==> config.mk <==
export PLATFORM = sky130hd
export DESIGN_NAME = morra_cinese_match
export DESIGN_NICKNAME = d
export VERILOG_FILES = /design/src/rtl/morra_pkg.sv /design/src/rtl/morra_round_judge.sv /design/src/rtl/morra_cinese_match.sv
export SDC_FILE = /design/constraint.sdc
export NUM_CORES = 1
export LEC_CHECK = 0
export ABC_AREA = 1
export CAP_MARGIN = 20
export CORE_MARGIN = 4
export CORE_UTILIZATION = 30
export CTS_BUF_LIST = sky130_fd_sc_hd__clkbuf_4
export DETAILED_ROUTE_END_ITERATION = 8
export PLACE_DENSITY = 0.57
export SLEW_MARGIN = 10
export SYNTH_ARGS = -nofsm -noshare
export SYNTH_HDL_FRONTEND = slang
export SYNTH_SLANG_ARGS = --single-unit
==> constraint.sdc <==
create_clock -name clk -period 4.3 [get_ports clk]
set_input_delay 0.645 -clock clk [delete_from_list [all_inputs] [get_ports clk]]
set_output_delay 0.645 -clock clk [all_outputs]
set_load 0.03 [all_outputs]
==> src/rtl/morra_pkg.sv <==
// morra_pkg: shared types and helpers for the rock-paper-scissors match referee.
// Optional feature macro used by the design: MORRA_NO_REPEAT_EN.
package morra_pkg;

  // Move encoding as seen on the P1/P2 pins.
  typedef enum logic [1:0] {
    MV_NONE     = 2'b00,
    MV_ROCK     = 2'b01,
    MV_PAPER    = 2'b10,
    MV_SCISSORS = 2'b11
  } move_t;

  // Result encoding shared by ROUND, GAME and MATCH (TIE doubles as DRAW).
  typedef enum logic [1:0] {
    RES_NONE = 2'b00,
    RES_P1   = 2'b01,
    RES_P2   = 2'b10,
    RES_TIE  = 2'b11
  } result_t;

  typedef enum logic [1:0] {
    ST_IDLE,
    ST_PLAY,
    ST_GAME_OVER,
    ST_MATCH_OVER
  } state_t;

  // True when move a defeats move b (NONE never beats anything).
  function automatic logic beats(input move_t a, input move_t b);
    return ((a == MV_PAPER)    && (b == MV_ROCK))     ||
           ((a == MV_ROCK)     && (b == MV_SCISSORS)) ||
           ((a == MV_SCISSORS) && (b == MV_PAPER));
  endfunction

endpackage

==> src/rtl/morra_round_judge.sv <==
// morra_round_judge: combinational scoring of a single round.
// Returns RES_NONE when a move is missing or when the previous round's winner
// repeats the move that is currently barred (restr_en_i set).
module morra_round_judge
  import morra_pkg::*;
(
  input  move_t   p1_i,
  input  move_t   p2_i,
  input  logic    restr_en_i,
  input  logic    restr_p2_i,
  input  move_t   restr_move_i,
  output result_t result_o
);

  // Score the round, rejecting missing moves and barred repeats first.
  always_comb begin
    result_o = RES_NONE;
    if ((p1_i != MV_NONE) && (p2_i != MV_NONE)) begin
      if (restr_en_i && !restr_p2_i && (p1_i == restr_move_i)) begin
        result_o = RES_NONE;
      end else if (restr_en_i && restr_p2_i && (p2_i == restr_move_i)) begin
        result_o = RES_NONE;
      end else if (p1_i == p2_i) begin
        result_o = RES_TIE;
      end else if (beats(p1_i, p2_i)) begin
        result_o = RES_P1;
      end else begin
        result_o = RES_P2;
      end
    end
  end

endmodule

==> src/rtl/morra_cinese_match.sv <==
// morra_cinese_match: best-of-MATCH_GAMES rock-paper-scissors referee.
// Games end on a WIN_MARGIN lead after MIN_ROUNDS rounds, or at the
// configured round limit (MIN_ROUNDS + {P1,P2} latched at START).
// Optional feature macro: MORRA_NO_REPEAT_EN (bars the last round winner
// from repeating its winning move until a tie or START).
module morra_cinese_match
  import morra_pkg::*;
#(
  parameter int MIN_ROUNDS  = 4,
  parameter int WIN_MARGIN  = 2,
  parameter int MATCH_GAMES = 3
) (
  input  logic       clk,
  input  logic       rst_n,
  input  logic       START,
  input  logic       MOVE_VALID,
  input  logic [1:0] P1,
  input  logic [1:0] P2,
  output logic [1:0] ROUND,
  output logic [1:0] GAME,
  output logic [1:0] MATCH,
  output logic [3:0] WINS1,
  output logic [3:0] WINS2
);

  // Round counter must hold MIN_ROUNDS + 15; advantage is one bit wider and signed.
  localparam int RW = $clog2(MIN_ROUNDS + 16);
  localparam int AW = RW + 1;
  localparam logic [RW-1:0]        MIN_R       = RW'(MIN_ROUNDS);
  localparam logic signed [AW-1:0] MARGIN      = AW'(WIN_MARGIN);
  localparam logic signed [AW-1:0] ONE_S       = AW'(1);
  localparam logic [3:0]           WINS_NEED   = 4'((MATCH_GAMES + 1) / 2);
  localparam logic [3:0]           GAMES_TOTAL = 4'(MATCH_GAMES);

  state_t                 state_q, state_d;
  result_t                round_q, round_d;
  result_t                game_q, game_d;
  result_t                match_q, match_d;
  logic [3:0]             wins1_q, wins1_d;
  logic [3:0]             wins2_q, wins2_d;
  logic [3:0]             games_q, games_d;
  logic [RW-1:0]          rounds_q, rounds_d;
  logic [RW-1:0]          max_rounds_q, max_rounds_d;
  logic signed [AW-1:0]   adv_q, adv_d;
  result_t                judge_res;

  // Restriction seen by the judge: registered when the feature is built, constant otherwise.
  logic                   restr_en;
  logic                   restr_p2;
  move_t                  restr_move;

`ifdef MORRA_NO_REPEAT_EN
  logic                   restr_en_q, restr_en_d;
  logic                   restr_p2_q, restr_p2_d;
  move_t                  restr_move_q, restr_move_d;

  assign restr_en   = restr_en_q;
  assign restr_p2   = restr_p2_q;
  assign restr_move = restr_move_q;

  // No-repeat memory: which player is barred and from which move.
  always_ff @(posedge clk or negedge rst_n) begin
    if (!rst_n) begin
      restr_en_q   <= 1'b0;
      restr_p2_q   <= 1'b0;
      restr_move_q <= MV_NONE;
    end else begin
      restr_en_q   <= restr_en_d;
      restr_p2_q   <= restr_p2_d;
      restr_move_q <= restr_move_d;
    end
  end
`else
  assign restr_en   = 1'b0;
  assign restr_p2   = 1'b0;
  assign restr_move = MV_NONE;
`endif

  morra_round_judge u_judge (
    .p1_i         (move_t'(P1)),
    .p2_i         (move_t'(P2)),
    .restr_en_i   (restr_en),
    .restr_p2_i   (restr_p2),
    .restr_move_i (restr_move),
    .result_o     (judge_res)
  );

  // Match state and all registered outputs.
  always_ff @(posedge clk or negedge rst_n) begin
    if (!rst_n) begin
      state_q      <= ST_IDLE;
      round_q      <= RES_NONE;
      game_q       <= RES_NONE;
      match_q      <= RES_NONE;
      wins1_q      <= '0;
      wins2_q      <= '0;
      games_q      <= '0;
      rounds_q     <= '0;
      max_rounds_q <= '0;
      adv_q        <= '0;
    end else begin
      state_q      <= state_d;
      round_q      <= round_d;
      game_q       <= game_d;
      match_q      <= match_d;
      wins1_q      <= wins1_d;
      wins2_q      <= wins2_d;
      games_q      <= games_d;
      rounds_q     <= rounds_d;
      max_rounds_q <= max_rounds_d;
      adv_q        <= adv_d;
    end
  end

  // Next state: START handling, round scoring, game and match end detection.
  always_comb begin
    state_d      = state_q;
    round_d      = RES_NONE;
    game_d       = game_q;
    match_d      = match_q;
    wins1_d      = wins1_q;
    wins2_d      = wins2_q;
    games_d      = games_q;
    rounds_d     = rounds_q;
    max_rounds_d = max_rounds_q;
    adv_d        = adv_q;
`ifdef MORRA_NO_REPEAT_EN
    restr_en_d   = restr_en_q;
    restr_p2_d   = restr_p2_q;
    restr_move_d = restr_move_q;
`endif

    if (START) begin
      // Fresh game; a game in progress is simply dropped.
      max_rounds_d = MIN_R + RW'({P1, P2});
      rounds_d     = '0;
      adv_d        = '0;
      game_d       = RES_NONE;
      match_d      = RES_NONE;
      state_d      = ST_PLAY;
`ifdef MORRA_NO_REPEAT_EN
      restr_en_d   = 1'b0;
`endif
      if ((state_q == ST_IDLE) || (state_q == ST_MATCH_OVER)) begin
        wins1_d = '0;
        wins2_d = '0;
        games_d = '0;
      end
    end else if ((state_q == ST_PLAY) && MOVE_VALID && (judge_res != RES_NONE)) begin
      round_d  = judge_res;
      rounds_d = rounds_q + RW'(1);
      if (judge_res == RES_P1) begin
        adv_d = adv_q + ONE_S;
      end else if (judge_res == RES_P2) begin
        adv_d = adv_q - ONE_S;
      end
`ifdef MORRA_NO_REPEAT_EN
      restr_en_d   = (judge_res != RES_TIE);
      restr_p2_d   = (judge_res == RES_P2);
      restr_move_d = (judge_res == RES_P2) ? move_t'(P2) : move_t'(P1);
`endif
      // Game end uses the post-update counter and advantage.
      if (((rounds_d >= MIN_R) && ((adv_d >= MARGIN) || (adv_d <= -MARGIN))) ||
          (rounds_d == max_rounds_q)) begin
        games_d = games_q + 4'd1;
        state_d = ST_GAME_OVER;
        if (adv_d == '0) begin
          game_d = RES_TIE;
        end else if (adv_d[AW-1]) begin
          game_d  = RES_P2;
          wins2_d = wins2_q + 4'd1;
        end else begin
          game_d  = RES_P1;
          wins1_d = wins1_q + 4'd1;
        end
        if ((wins1_d >= WINS_NEED) || (wins2_d >= WINS_NEED) || (games_d == GAMES_TOTAL)) begin
          state_d = ST_MATCH_OVER;
          if (wins1_d > wins2_d) begin
            match_d = RES_P1;
          end else if (wins2_d > wins1_d) begin
            match_d = RES_P2;
          end else begin
            match_d = RES_TIE;
          end
        end
      end
    end
  end

  assign ROUND = round_q;
  assign GAME  = game_q;
  assign MATCH = match_q;
  assign WINS1 = wins1_q;
  assign WINS2 = wins2_q;

endmodule

==> out/metrics.yaml <==
synthesis:
  synth_top_family_by_area: "simple AND/OR/NAND/NOR gates"
  synth_seq_cells: 36
  avgSynthCellArea_um2: 8.00
  synth-compound-area-share_pct: 8.52
  synth-seq-area-share_pct: 33.7
  synth_warnings: 0
  synthAdderAreaFrac_pct: 7.49
  synthesis.area_um2: 2670
  synthMuxAreaShare_pct: 0
  synth_nets: 358
  synth_edf_count: 0
  synthFlopType: "dfrtp_1"
  async_flop_share_pct: 100
  synth_cell_type_count: 38
  synth-xor-area-share_pct: 6.84
  synthCells: 334
  synth-simple-area-share_pct: 36.5
finish:
  syn2layout_area_growth_pct: 13.4
  n_antenna_cell: 0
  drive_gt1_share_pct: 19.6
  instances_no_fill: 465
  final_cell_mix: "92 x nand2_1, 36 x dfrtp_1, 29 x nand3_1"
  final_util_pct: 34.9
  finalNetCount: 380
  final_common_cell: "nand2_1"
floorplanning:
  initial_utilization_pct: 30.8
  die_w_um: 102
  die_h_um: 102
  ios: 22
  fp-row-count: 34
  dieArea_um2: 10500
  core-area_um2: 8680
global_route:
  grt-busiest-layer: "met2"
  globalRouteTotalUtil_pct: 11.5
  grt_use_met2_pct: 18.4
  grt_pass1_vias: 2073
  grt_pass1_wl_um: 9640
  antenna_found_initial: 0
  grt_max_degree: 37
  met3_usage_pct: 2.80
  met1_usage_pct: 15.6
  grt_remaining_overflow: 0
route:
  drt_iter0_drc: 107
  post_drt_wl_per_cell_um: 12.1
  vias: 2130
  post_drt_via_cell_ratio: 4.58
  antenna_left: 0
  drt-pass1-iter-count: 4
  drc_errors: 0
  drt-total-wl_um: 5640
cts:
  post_cts_resized: 0
  clkTransAtPathRegs_ns: 0.12
  cts.sinks: 36
  clock_latency_ns: 0.34
  clockRootBuffer: "clkbuf_4"
  h-tree-depth: 2
  cts_setup_buffers: 0
  hold_buffers: 0
  tritoncts: "built"
  numCtsBuffers: 5
  cts_buffer_depth: 2
critical_path:
  cp.required_ns: 4.54
  cp_common_cell: "nand2_1"
  worst_r2r_path_depth: 22
  cp-end-kind: "flip-flop"
  crit_path_end: "MATCH[0]"
  slowest_stage: "clkdlybuf4s50_1"
  slowest_delay_ns: 0.59
  rr_endpoint: "MATCH[0]"
  crit_path_start_kind: "primary input"
  critPathTopFamily: "simple AND/OR/NAND/NOR gates"
  crit_arrival_ns: 3.68
  critical_path_class: "primary input to flip-flop"
  worstPathCellList: "clkdlybuf4s50_1 > inv_1 > ha_1 > a21oi_4 > nand2_4 > nor2_2 > nand2_1 > nand2_1 > nand2_2 > nand2_4 > nand2_2 > inv_2 > nand3_4 > nand2_2 > o21ai_4 > ha_1 > inv_1 > o21bai_1 > nand3_1 > nand2_1 > nand2_1 > nand2_1 > nand2_1"
  crit_path_start: "P1[0]"
  crit_buf_inv: 4
  reg2reg_slack_ns: 1.47
  r2r-start: "adv_q[0]"
  crit_cells: 23
  crit_fanout: 12
sta:
  drv_slew: 0
  setup_viol: 0
  hold_viol: 0
  finalCritPeriodShare_pct: 79.9
  fin_skew_ns: 0.0117
  slew_headroom_pct: 45.1
  fin_tns_setup_ns: 0
  tightest_slew_ns: 0.824
  rsz0062_at_grt: "false"
  timing.fmax_mhz: 291
  min_period_ns: 3.43
placement:
  globalplace.congestion: 0.878
  dp_cells: 457
  io_buffers: 21
  hpwlAfterDp_um: 4270
power_and_ir_drop:
  power.leakage_nw: 1.52
  max-vdd-ir-drop_v: 0.000131
  power_density_nw_per_um2: 339
job:
  drv_cap: 0
status:
  status: "completed"
worst_hold_path:
  worstHoldPathType: "primary input to asynchronous set/reset pin"
==> worst min path at each step <==
stage | from | end | slack (ns) | cells past startpoint
floorplan | rst_n | GAME[0] | 0.35 | 0
CTS | rst_n | max_rounds_q[2] | 0.42 | 1
global placement | MATCH[1] | MATCH[1] | 0.48 | 2
global route | rst_n | max_rounds_q[4] | 0.45 | 1
detailed placement | MATCH[1] | MATCH[1] | 0.47 | 2
finish | rst_n | max_rounds_q[4] | 0.39 | 1
==> state kept, by name, indices dropped and copies added (netlist names) <==
name	count
GAME	2
MATCH	2
ROUND	2
WINS1	4
WINS2	4
adv_q	6
games_q	4
max_rounds_q	5
rounds_q	5
state_q	2
==> routing by layer <==
layer	part of all wire, %	vias up
li1	-	1114
met1	47	980
met2	49	34
met3	3.1	2
met4	0.28	0
met5	0	-
==> through the flow <==
step / power, mW / hold WS [ns] / instance area, µm² / worst slack, ns
2_1_floorplan: 0.737 / 0.349 / 2670 / 1.48
3_3_place_gp: 0.840 / 0.481 / 2970 / 0.544
3_5_place_dp: 0.841 / 0.474 / 2970 / 0.526
4_1_cts: 1.04 / 0.421 / 3030 / 0.888
5_1_grt: 1.11 / 0.447 / 3030 / 0.660
6_report: 1.03 / 0.390 / 3030 / 0.865
==> where the power goes <==
part | switching [mW] | internal [mW]
combinational | 0.271 | 0.154
clock | 0.118 | 0.0757
sequential | 0.0371 | 0.371
==> cells in the mapped netlist (all sizes together) (4+ instances only) <==
cell type,number,area share [%]
o22ai,7,1.6
nand4,4,0.94
nand3,37,8.7
or2,4,0.94
a21oi,5,1.4
ha,16,7.5
nor2,17,5.0
nand2,117,19
nor3,4,1.3
inv,38,5.3
xor2,17,5.9
dfrtp,36,34
o21ai,17,4.0
==> layout make-up <==
type	instances	area [µm²]
Timing Repair Buffer	21	205
Sequential cell	36	901
Tap cell	108	135
Inverter	39	146
Clock buffer	7	52.6
Multi-Input combinational cell	253	1590
Clock inverter	1	3.75
Fill cell	927	5650
==> worst register-to-register path: stages (launching register included) <==
cell	delay (ns)
dfrtp_1	0.41
clkinv_1	0.23
ha_1	0.33
nand2_1	0.08
nand2_1	0.04
nand2_1	0.08
nand3_1	0.08
nand2_1	0.08
nand2_1	0.06
nand2_2	0.10
nand2_2	0.06
inv_2	0.11
nand3_4	0.13
nand2_2	0.11
o21ai_4	0.06
ha_1	0.30
inv_1	0.04
o21bai_1	0.11
nand3_1	0.08
nand2_1	0.08
nand2_1	0.06
nand2_1	0.06
nand2_1	0.04
==> cell families (layout without fill, tap and decap cells) <==
logic type,Yosys count,in the layout
compound gates,33,33
xor+xnor,20,20
fa+ha+maj,16,16
buf+inv,45,68
flops,36,36
simple gates,184,184
Note: power is estimated with default switching activity, not from simulation.
